[config.mk]
export PLATFORM = sky130hd
export DESIGN_NAME = i2c_master_prog
export DESIGN_NICKNAME = d
export VERILOG_FILES = /design/src/rtl/i2c_pkg.sv /design/src/rtl/i2c_qtick_gen.sv /design/src/rtl/i2c_master_prog.sv
export SDC_FILE = /design/constraint.sdc
export NUM_CORES = 1
export LEC_CHECK = 0
export BUFFER_PORTS_ARGS = -buffer_cell sky130_fd_sc_hd__buf_2
export CAP_MARGIN = 5
export CORE_AREA = 2 2 94 73
export DETAILED_ROUTE_END_ITERATION = 8
export DIE_AREA = 0 0 96 75
export HOLD_SLACK_MARGIN = 0.05
export PLACE_DENSITY = 0.86
export SYNTH_ARGS = -nofsm -noshare
export SYNTH_HDL_FRONTEND = slang
export SYNTH_HIERARCHICAL = 1
export SYNTH_SLANG_ARGS = --single-unit
[constraint.sdc]
create_clock -name i_clk -period 2.3 [get_ports i_clk]
set_input_delay 0.115 -clock i_clk [delete_from_list [all_inputs] [get_ports i_clk]]
set_output_delay 0.115 -clock i_clk [all_outputs]
set_load 0.01 [all_outputs]
[src/rtl/i2c_pkg.sv]
// i2c_pkg: shared FSM states, bit phases and R/W codes for the I2C register programmer
package i2c_pkg;
  typedef enum logic [3:0] {
    IDLE, START, ADDR, ACK1, REG, ACK2, WDATA, ACK3,
    RSTART, RADDR, ACK4, RDATA, MNACK, STOP, DONE
  } state_e;
  localparam logic [1:0] P0 = 2'd0;
  localparam logic [1:0] P1 = 2'd1;
  localparam logic [1:0] P2 = 2'd2;
  localparam logic [1:0] P3 = 2'd3;
  localparam logic RW_WRITE = 1'b0;
  localparam logic RW_READ = 1'b1;
  function automatic logic is_tx(state_e s);
    return s inside {ADDR, REG, WDATA, RADDR};
  endfunction
  function automatic logic is_ack(state_e s);
    return s inside {ACK1, ACK2, ACK3, ACK4};
  endfunction
endpackage

[src/rtl/i2c_qtick_gen.sv]
// i2c_qtick_gen: divides i_clk by QDIV, o_tick pulses once per SCL quarter period
// Ports: i_clk/i_rst clock and sync reset; i_clr restarts the count at 0; o_tick one-cycle pulse
module i2c_qtick_gen #(
  parameter int QDIV = 4,
  parameter int CW = 8
) (
  input  logic i_clk,
  input  logic i_rst,
  input  logic i_clr,
  output logic o_tick
);
  logic [CW-1:0] cnt_q, cnt_d;
  always_comb begin
    o_tick = cnt_q == CW'(QDIV - 1);
    cnt_d = (i_clr || o_tick) ? '0 : cnt_q + CW'(1);
  end
  always_ff @(posedge i_clk) begin
    if (i_rst) cnt_q <= '0;
    else cnt_q <= cnt_d;
  end
endmodule

[src/rtl/i2c_master_prog.sv]
// i2c_master_prog: open-drain I2C initiator for single-register writes and reads
// Ports: i_start/i_rw/i_dev_addr/i_reg_addr/i_wdata request (latched at accept);
//        o_rdata/o_busy/o_done/o_nack status; i_sda resolved bus, o_sda_oe/o_scl_oe pull-low enables
module i2c_master_prog
  import i2c_pkg::*;
#(
  parameter int QDIV = 4,
  parameter int CW = 8
) (
  input  logic       i_clk,
  input  logic       i_rst,
  input  logic       i_start,
  input  logic       i_rw,
  input  logic [6:0] i_dev_addr,
  input  logic [7:0] i_reg_addr,
  input  logic [7:0] i_wdata,
  output logic [7:0] o_rdata,
  output logic       o_busy,
  output logic       o_done,
  output logic       o_nack,
  input  logic       i_sda,
  output logic       o_sda_oe,
  output logic       o_scl_oe
);
  state_e state_q, state_d;
  logic [1:0] ph_q, ph_d;
  logic [2:0] bit_q, bit_d;
  logic [7:0] sr_q, sr_d;
  logic [7:0] rdata_q, rdata_d;
  logic [7:0] reg_q, reg_d;
  logic [7:0] wd_q, wd_d;
  logic [6:0] dev_q, dev_d;
  logic rw_q, rw_d;
  logic rx_q, rx_d;
  logic err_q, err_d;
  logic nack_q, nack_d;
  logic tick, accept, active, seg_end, is_bit;
  assign accept = state_q == IDLE && i_start;
  assign active = state_q != IDLE && state_q != DONE;
  assign seg_end = tick && ph_q == P3;
  assign is_bit = is_tx(state_q) || state_q == RDATA;
  i2c_qtick_gen #(.QDIV(QDIV), .CW(CW)) u_qtick (
    .i_clk (i_clk),
    .i_rst (i_rst),
    .i_clr (accept),
    .o_tick(tick)
  );
  always_ff @(posedge i_clk) begin
    if (i_rst) state_q <= IDLE;
    else state_q <= state_d;
  end
  always_comb begin
    state_d = state_q;
    case (state_q)
      IDLE:    state_d = i_start ? START : IDLE;
      START:   if (seg_end) state_d = ADDR;
      ADDR:    if (seg_end && bit_q == 3'd7) state_d = ACK1;
      ACK1:    if (seg_end) state_d = err_q ? STOP : REG;
      REG:     if (seg_end && bit_q == 3'd7) state_d = ACK2;
      ACK2:    if (seg_end) state_d = err_q ? STOP : (rw_q == RW_READ ? RSTART : WDATA);
      WDATA:   if (seg_end && bit_q == 3'd7) state_d = ACK3;
      ACK3:    if (seg_end) state_d = STOP;
      RSTART:  if (seg_end) state_d = RADDR;
      RADDR:   if (seg_end && bit_q == 3'd7) state_d = ACK4;
      ACK4:    if (seg_end) state_d = err_q ? STOP : RDATA;
      RDATA:   if (seg_end && bit_q == 3'd7) state_d = MNACK;
      MNACK:   if (seg_end) state_d = STOP;
      STOP:    if (seg_end) state_d = DONE;
      DONE:    state_d = IDLE;
      default: state_d = IDLE;
    endcase
  end
  // The bus bit is captured mid-high (p2) and shifted in at segment end, so the
  // transmitted MSB stays stable until SCL is low again.
  always_comb begin
    ph_d = accept ? P0 : (active && tick) ? ph_q + 2'd1 : ph_q;
    bit_d = accept ? 3'd0 : (is_bit && seg_end) ? bit_q + 3'd1 : bit_q;
    rx_d = (tick && ph_q == P2) ? i_sda : rx_q;
    err_d = accept ? 1'b0 : (is_ack(state_q) && tick && ph_q == P2 && i_sda) ? 1'b1 : err_q;
    nack_d = accept ? 1'b0 : (state_q == STOP && seg_end) ? err_q : nack_q;
    rdata_d = (state_q == STOP && seg_end && rw_q != RW_WRITE) ? sr_q : rdata_q;
    rw_d = accept ? i_rw : rw_q;
    dev_d = accept ? i_dev_addr : dev_q;
    reg_d = accept ? i_reg_addr : reg_q;
    wd_d = accept ? i_wdata : wd_q;
    sr_d = !seg_end ? sr_q :
           state_q == START  ? {dev_q, RW_WRITE} :
           state_q == ACK1   ? reg_q :
           state_q == ACK2   ? wd_q :
           state_q == RSTART ? {dev_q, RW_READ} :
           is_bit            ? {sr_q[6:0], rx_q} : sr_q;
  end
  always_ff @(posedge i_clk) begin
    if (i_rst) begin
      ph_q <= P0;
      bit_q <= '0;
      sr_q <= '0;
      rdata_q <= '0;
      reg_q <= '0;
      wd_q <= '0;
      dev_q <= '0;
      rw_q <= 1'b0;
      rx_q <= 1'b0;
      err_q <= 1'b0;
      nack_q <= 1'b0;
    end else begin
      ph_q <= ph_d;
      bit_q <= bit_d;
      sr_q <= sr_d;
      rdata_q <= rdata_d;
      reg_q <= reg_d;
      wd_q <= wd_d;
      dev_q <= dev_d;
      rw_q <= rw_d;
      rx_q <= rx_d;
      err_q <= err_d;
      nack_q <= nack_d;
    end
  end
  // A repeated START keeps SCL low in p0; a START from idle finds SCL already released.
  always_comb begin
    o_busy = active;
    o_done = state_q == DONE;
    o_nack = nack_q;
    o_rdata = rdata_q;
    o_sda_oe = (state_q == START || state_q == RSTART) ? ph_q inside {P2, P3} :
               is_tx(state_q)  ? ~sr_q[7] :
               state_q == STOP ? ph_q inside {P0, P1} : 1'b0;
    o_scl_oe = (state_q == START || state_q == RSTART) ? (ph_q == P0 ? state_q == RSTART : ph_q == P3) :
               state_q == STOP ? ph_q == P0 :
               active          ? (ph_q == P0 || ph_q == P3) : 1'b0;
  end
endmodule

==> impl_metrics.json, run 1 <==
{
  "clock_path_buffers": 2,
  "grt_pass1_wl_um": 12900,
  "cp_cell_sequence": "ha_2 > or4b_4 > nor4_4 > nand2_2 > a21oi_4 > nand3_4 > buf_4 > a2111oi_4 > nor3_2",
  "clkPwrFrac_pct": 26.8,
  "cts_tree": "built",
  "dp.cells": 506,
  "wl_met2_um": 3920,
  "synthToLayoutAreaGrowth_pct": 30.9,
  "p_int_mw": 2.29,
  "multi_input_area_mm2": 0.00194,
  "swShare_pct": 36.8,
  "htreeDepth": 3,
  "cts_made_buffers": 9,
  "grt_antenna_before_repair": 0,
  "synthTopCellsByArea": "dfxtp_1, nand2_1, a21oi_1",
  "fin_crit_sh_pct": 104,
  "final_nets": 501,
  "end_kind": "flop",
  "synth_edf_count": 0,
  "slowest_stage": "or4b_4",
  "core_area_mm2": 0.00622,
  "clock_sinks": 60,
  "cts-root-buf": "clkbuf_8",
  "p_per_area_mw_per_mm2": 876,
  "clk_pin_slew_ns": 0.06,
  "final_antenna_net_count": 0,
  "drt_first_iter_violations": 364,
  "synth_top_area_share_pct": 37.9,
  "cp_max_fo": 7,
  "yosysTopAreaCell": "dfxtp_1",
  "ys_types": 56,
  "drc_errors": 0,
  "groute.usage.overall_pct": 23.7,
  "violations": "negative setup slack",
  "drtPass1Iterations": 6,
  "synth-main-ff-cell": "dfxtp_1",
  "io-pin-count": 41,
  "hold_path_class": "input pin to flop",
  "syn_avg_cell_area_um2": 8.08,
  "wl_per_cell_um": 15.4,
  "yosys_warnings": 6,
  "worst_slack_ns": -0.0824,
  "fp.dieW_um": 96,
  "fillers": 483,
  "top_layer_used": "met4",
  "worst_pin_slew_ns": 0.667,
  "hpwl_um": 5390,
  "async_reset_ff_share_pct": 0,
  "die_h_um": 75,
  "viasPerCell": 5.82,
  "comb_power_share_pct": 36.1,
  "diodes": 0,
  "syn_nets": 427,
  "final_cell_mix": "nand2_1, dfxtp_1, a21oi_1, buf_2, nor2_1",
  "clkLatencyLatePin_ns": 0.35,
  "seq_area_frac_synth_pct": 37.9,
  "hold_violations": 0,
  "initial_core_util_pct": 50.9,
  "die-area_mm2": 0.00720,
  "finalSetupViolCount": 13,
  "drt-total-wl_um": 8490,
  "skew_ns": 0.00339,
  "rows": 25,
  "gp_congestion": 0.938,
  "ys_seq_elements": 60,
  "drive_gt1_share_pct": 24.9,
  "port-buffer-count": 40,
  "vias": 3207,
  "fmax_mhz": 420,
  "cap_violations": 0,
  "finalNonFillerCells": 551,
  "rsz0062_at_grt": "true",
  "cp.required_ns": 2.53,
  "fin_crit_ns": 2.38,
  "slowest_delay_ns": 0.49,
  "max_slew_margin_pct": 55.5,
  "startpoint_type": "flop",
  "syn_inst": 392,
  "pwr-share-seq_pct": 37.1,
  "wl_met1_um": 3660,
  "critPathKind": "flop to flop",
  "wl_met3_um": 722,
  "grt_pass1_vias": 2749,
  "final_common_cell": "nand2_1",
  "crit_arrival_ns": 2.62,
  "maxSlewViolCount": 0,
  "grt.overflow.total": 0,
  "syn_area_mm2": 0.00317,
  "switching_power_mw": 1.34,
  "peakVddDrop_mv": 0.425,
  "power_mw": 3.63,
  "grt_max_degree": 31,
  "leakagePower_nw": 1.67,
  "seqCellArea_mm2": 0.00121,
  "outcome": "finished with violations"
}
[cells by family after synthesis]
| logic type | share of synthesized area (%) |
|---|---|
| AO/OA/AOI/OAI | 21.2 |
| XOR/XNOR | 1.38 |
| adder cells (fa/ha/maj) | 2.77 |
| buffers and inverters | 6.52 |
| flip-flops | 37.9 |
| multiplexers | 4.11 |
| AND/OR/NAND/NOR | 26.1 |
[cell type report]
type | count | area share, %
multi-input cells | 295 | 46.8
flip-flops and latches | 60 | 29.2
repair buffers | 90 | 15.7
clock buffers | 14 | 4.17
well taps | 81 | 2.45
inverters | 10 | 0.906
clock inverters | 1 | 0.725
[power groups by stage]
stage                     registers [mW]  clock network, mW  logic (mW)
after floorplan                     1.24                  0       0.987
after global placement              1.33                  0        1.15
after detailed placement            1.34                  0        1.19
after CTS                           1.32              0.984        1.23
after global routing                1.36               1.02        1.43
final                               1.35              0.973        1.31
[layer usage]
metal | vias to the layer above | GRT usage, %
met3 | 27 | 6.41
met5 | - | 0
met4 | 0 | 10.5
li1 | 1520 | -
met1 | 1493 | 32.3
met2 | 167 | 35.6
[cell usage after synthesis (2+ instances only)]
master and n:
nor3_1 11, a21oi_2 2, a32oi_1 3, nor2_1 35
nand2_1 72, o2bb2ai_1 5, clkbuf_1 7, nor2b_1 5
ha_1 7, buf_1 2, nand3_1 13, a311oi_1 2
inv_1 9, o21ai_0 15, buf_6 4, buf_2 6
a31oi_1 2, a21o_1 3, xor2_1 3, mux2i_1 13
buf_4 8, nand2b_1 10, and2_1 2, a2111oi_0 6
or3_1 4, nand3_2 2, o21ai_1 2, nor4_1 3
dfxtp_1 60, o41ai_4 2, a21oi_1 44, a22o_1 5
xnor2_1 2
[registers in the layout, summed over array words and instances (netlist names)]
| register | flops |
|---|---|
| dev_q | 7 |
| ph_q | 2 |
| o_rdata | 8 |
| bit_q | 3 |
| err_q | 1 |
| sr_q | 8 |
| rx_q | 1 |
| reg_q | 8 |
| state_q | 4 |
| rw_q | 1 |
| wd_q | 8 |
| u_qtick/cnt_q | 8 |
| o_nack | 1 |
[final timing paths]
path,start,endpoint,slack (ns),depth (start not counted)
max,u_qtick/cnt_q[1],sr_q[3],-0.08,9
min,i_sda,rx_q,0.08,3
max reg2reg,u_qtick/cnt_q[1],sr_q[3],-0.08,9
min reg2reg,wd_q[3],wd_q[3],0.46,2
[critical path, delay by kind of cell, from the launching register on]
family	cells	cell delay [ns]
adder cells (fa/ha/maj)	1	0.18
buffers and inverters	1	0.21
AND/OR/NAND/NOR	5	1.19
AO/OA/AOI/OAI	2	0.36
flip-flops	1	0.34
[stage by stage]
| step | TNS, ns | util [%] | worst slack [ns] | hold WS, ns | instance area [µm²] |
|---|---|---|---|---|---|
| 2_1_floorplan | 0 | - | 0.0468 | 0.251 | 3180 |
| 3_3_place_gp | 0 | 55.9 | 0.0391 | 0.357 | 3480 |
| 3_5_place_dp | -0.345 | 55.9 | -0.0921 | 0.364 | 3480 |
| 4_1_cts | -0.0828 | 63.5 | -0.0380 | 0.0776 | 3960 |
| 5_1_grt | -1.63 | 66.6 | -0.175 | 0.0873 | 4140 |
| 6_report | -0.586 | 66.6 | -0.0824 | 0.0850 | 4140 |
[repair_timing]
action	4_1_cts	5_1_grt
resized for setup	10	30
pin swaps	1	13
buffers inserted	1	5
gates cloned	0	0
endpoints found under the hold margin	24	0
endpoints found under the setup margin	15	20
hold buffers	24	0
Note: power is estimated with default switching activity, not from simulation.
==> run 2: changes to the inputs <==
ABC_AREA = 1   (was unset)
CORE_AREA = 2 2 90 70   (was 2 2 94 73)
DIE_AREA = 0 0 92 72   (was 0 0 96 75)
PLACE_DENSITY = 0.88   (was 0.86)
clock period = 3 ns   (was 2.3 ns; I/O delays follow)
==> run 2 against run 1 <==
The run now ends clean. Clock power shrank 19%. Power down 26%. Global-route usage rose by 0.059 points. Sequential share of layout area is 4.3 points higher. Register-to-register slack gained 1.1 ns. Core utilization shrank 3.6 points. Sequential power decreased by 26%. Clock skew grew 0.0052 ns. Critical endpoint is now o_scl_oe. Largest power group unchanged.
==> impl_metrics.json, run 2 <==
{
  "grt_pass1_wl_um": 12600,
  "postLayoutCoreUtil_pct": 62.9,
  "cts-root-buf": "clkbuf_8",
  "cap_violations": 0,
  "r2r_setup_slack_ns": 0.97,
  "rows": 24,
  "final_nets": 539,
  "syn_avg_cell_area_um2": 6.72,
  "viasPerCell": 5.27,
  "critPathKind": "flop to primary output",
  "synth-main-ff-cell": "dfxtp_1",
  "yosysMostFrequentCell": "nand2_1",
  "clk_pin_slew_ns": 0.07,
  "r2r_start": "state_q[2]",
  "groute.usage.overall_pct": 23.8,
  "critPathBufInv": 3,
  "fmax_mhz": 463,
  "worst_path_most_repeated_cell": "o21ai_0",
  "peakVddDrop_mv": 0.454,
  "cp.required_ns": 2.85,
  "cp_cell_sequence": "inv_2 > nand2_1 > nor2_1 > inv_1 > o21ai_0 > o21ai_0 > o21ai_0 > buf_2",
  "drtPass1Iterations": 5,
  "multi_input_area_mm2": 0.00162,
  "fin_crit_sh_pct": 71.9,
  "fp.dieW_um": 92,
  "port-buffer-count": 40,
  "cp_max_fo": 7,
  "seqCellArea_mm2": 0.00120,
  "leakagePower_nw": 1.63,
  "post-route-cell-area_mm2": 0.00359,
  "hold_path_class": "input pin to flop",
  "initial_core_util_pct": 54.3,
  "core_area_mm2": 0.00571,
  "min_path_cells": 3,
  "final_common_cell": "nand2_1",
  "drt-total-wl_um": 7380,
  "syn_nets": 496,
  "ys_seq_elements": 60,
  "worst_slack_ns": 0.842,
  "io-pin-count": 41,
  "dp.cells": 570,
  "clkLatencyLatePin_ns": 0.34,
  "synthTopCellsByArea": "dfxtp_1, nand2_1, a21oi_1",
  "synth_top_area_share_pct": 38.8,
  "outcome": "completed",
  "final_cell_mix": "nand2_1, dfxtp_1, nor2_1, inv_1, a21oi_1",
  "yosys_warnings": 6,
  "finalNonFillerCells": 587,
  "seq_area_frac_synth_pct": 38.8,
  "grt_antenna_before_repair": 0,
  "r2r-end": "sr_q[1]",
  "startpoint_type": "flop",
  "diodes": 0,
  "die_h_um": 72,
  "synth_commonest_cells": "nand2_1, dfxtp_1, nor2_1, inv_1, a21oi_1",
  "async_reset_ff_share_pct": 0,
  "maxSlewViolCount": 0,
  "post_dp_cell_area_mm2": 0.00336,
  "slowest_stage": "dfxtp_1",
  "crit_arrival_ns": 2.01,
  "fin_crit_ns": 2.16,
  "worst_pin_slew_ns": 0.563,
  "hold-path-endpoint": "dev_q[6]",
  "hold_violations": 0,
  "cts_tree": "built",
  "critical-path-top-delay-family": "buffers and inverters",
  "grt.overflow.total": 0,
  "finalSetupViolCount": 0,
  "drive_gt1_share_pct": 17.7,
  "wl_per_cell_um": 12.6,
  "place_ws_ns": 1.02,
  "gp_congestion": 1.06,
  "max_slew_margin_pct": 62.4,
  "clock_path_buffers": 2,
  "postCtsResizedCells": 0,
  "synthToLayoutAreaGrowth_pct": 16.0,
  "skew_ns": 0.00855,
  "startpoint": "state_q[3]",
  "drc_errors": 0,
  "syn_inst": 461,
  "cts_made_buffers": 9,
  "yosysTopAreaCell": "dfxtp_1",
  "end_kind": "primary output",
  "grt_pass1_vias": 2742,
  "reg2reg_depth": 11,
  "drt_first_iter_violations": 436,
  "p_per_area_mw_per_mm2": 747,
  "htreeDepth": 3,
  "fin_tns_setup_ns": 0,
  "die-area_mm2": 0.00662,
  "syn_area_mm2": 0.00310,
  "hpwl_um": 5490,
  "synth_edf_count": 0,
  "rsz0062_at_grt": "false",
  "ys_types": 31,
  "final_antenna_net_count": 0,
  "fillers": 542,
  "vias": 3096,
  "grt_max_degree": 28,
  "holdWs_ns": 0.0626,
  "slowest_delay_ns": 0.37,
  "clock_sinks": 60,
  "worstHoldStart": "i_dev_addr[6]",
  "power_mw": 2.68
}
==> run 2: logic make-up after synthesis <==
| family | share of synthesized area (%) |
|---|---|
| XOR/XNOR | 0.283 |
| AO/OA/AOI/OAI | 17.6 |
| AND/OR/NAND/NOR | 31.7 |
| flip-flops | 38.8 |
| buffers and inverters | 8.85 |
| adder cells (fa/ha/maj) | 2.83 |
==> run 2: routing by layer <==
layer  track usage (%)  vias to the layer above  wire [µm]
li1                  -                     1573          -
met3              6.13                       15        541
met5                 0                        -          0
met4              7.13                        0        127
met2              36.2                      116       3170
met1              33.7                     1392       3550
==> run 2: power breakdown <==
group / leakage, nW / internal, mW / switching (mW)
logic: 1.04 / 0.287 / 0.613
clock network: 0.102 / 0.467 / 0.324
registers: 0.489 / 0.915 / 0.0774
total: 1.63 / 1.67 / 1.01
==> run 2: layout make-up <==
cell class	count	area share (%)
tap	78	2.72
inverter	57	5.96
timing repair buffer	45	6.69
clock inverter	6	2.47
clock buffer	10	3.55
sequential	60	33.4
multi-input combinational	331	45.2
==> run 2: worst min-delay path, stage by stage <==
cell,delay [ns]
buf_2,0.10
nand2_1,0.06
a21oi_1,0.05
==> run 2: worst max-delay path by stage <==
stage / slack [ns] / depth (start not counted) / end
floorplan: 1.22 / 12 / state_q[1]
global placement: 1.05 / 7 / reg_q[5]
detailed placement: 1.02 / 11 / sr_q[4]
CTS: 0.85 / 8 / o_scl_oe
global route: 0.69 / 8 / o_scl_oe
finish: 0.84 / 8 / o_scl_oe
==> run 2: timing repair <==
action	CTS	global route
hold endpoints to repair	1	0
endpoints found under the setup margin	0	0
buffers inserted	0	0
hold buffers	1	0
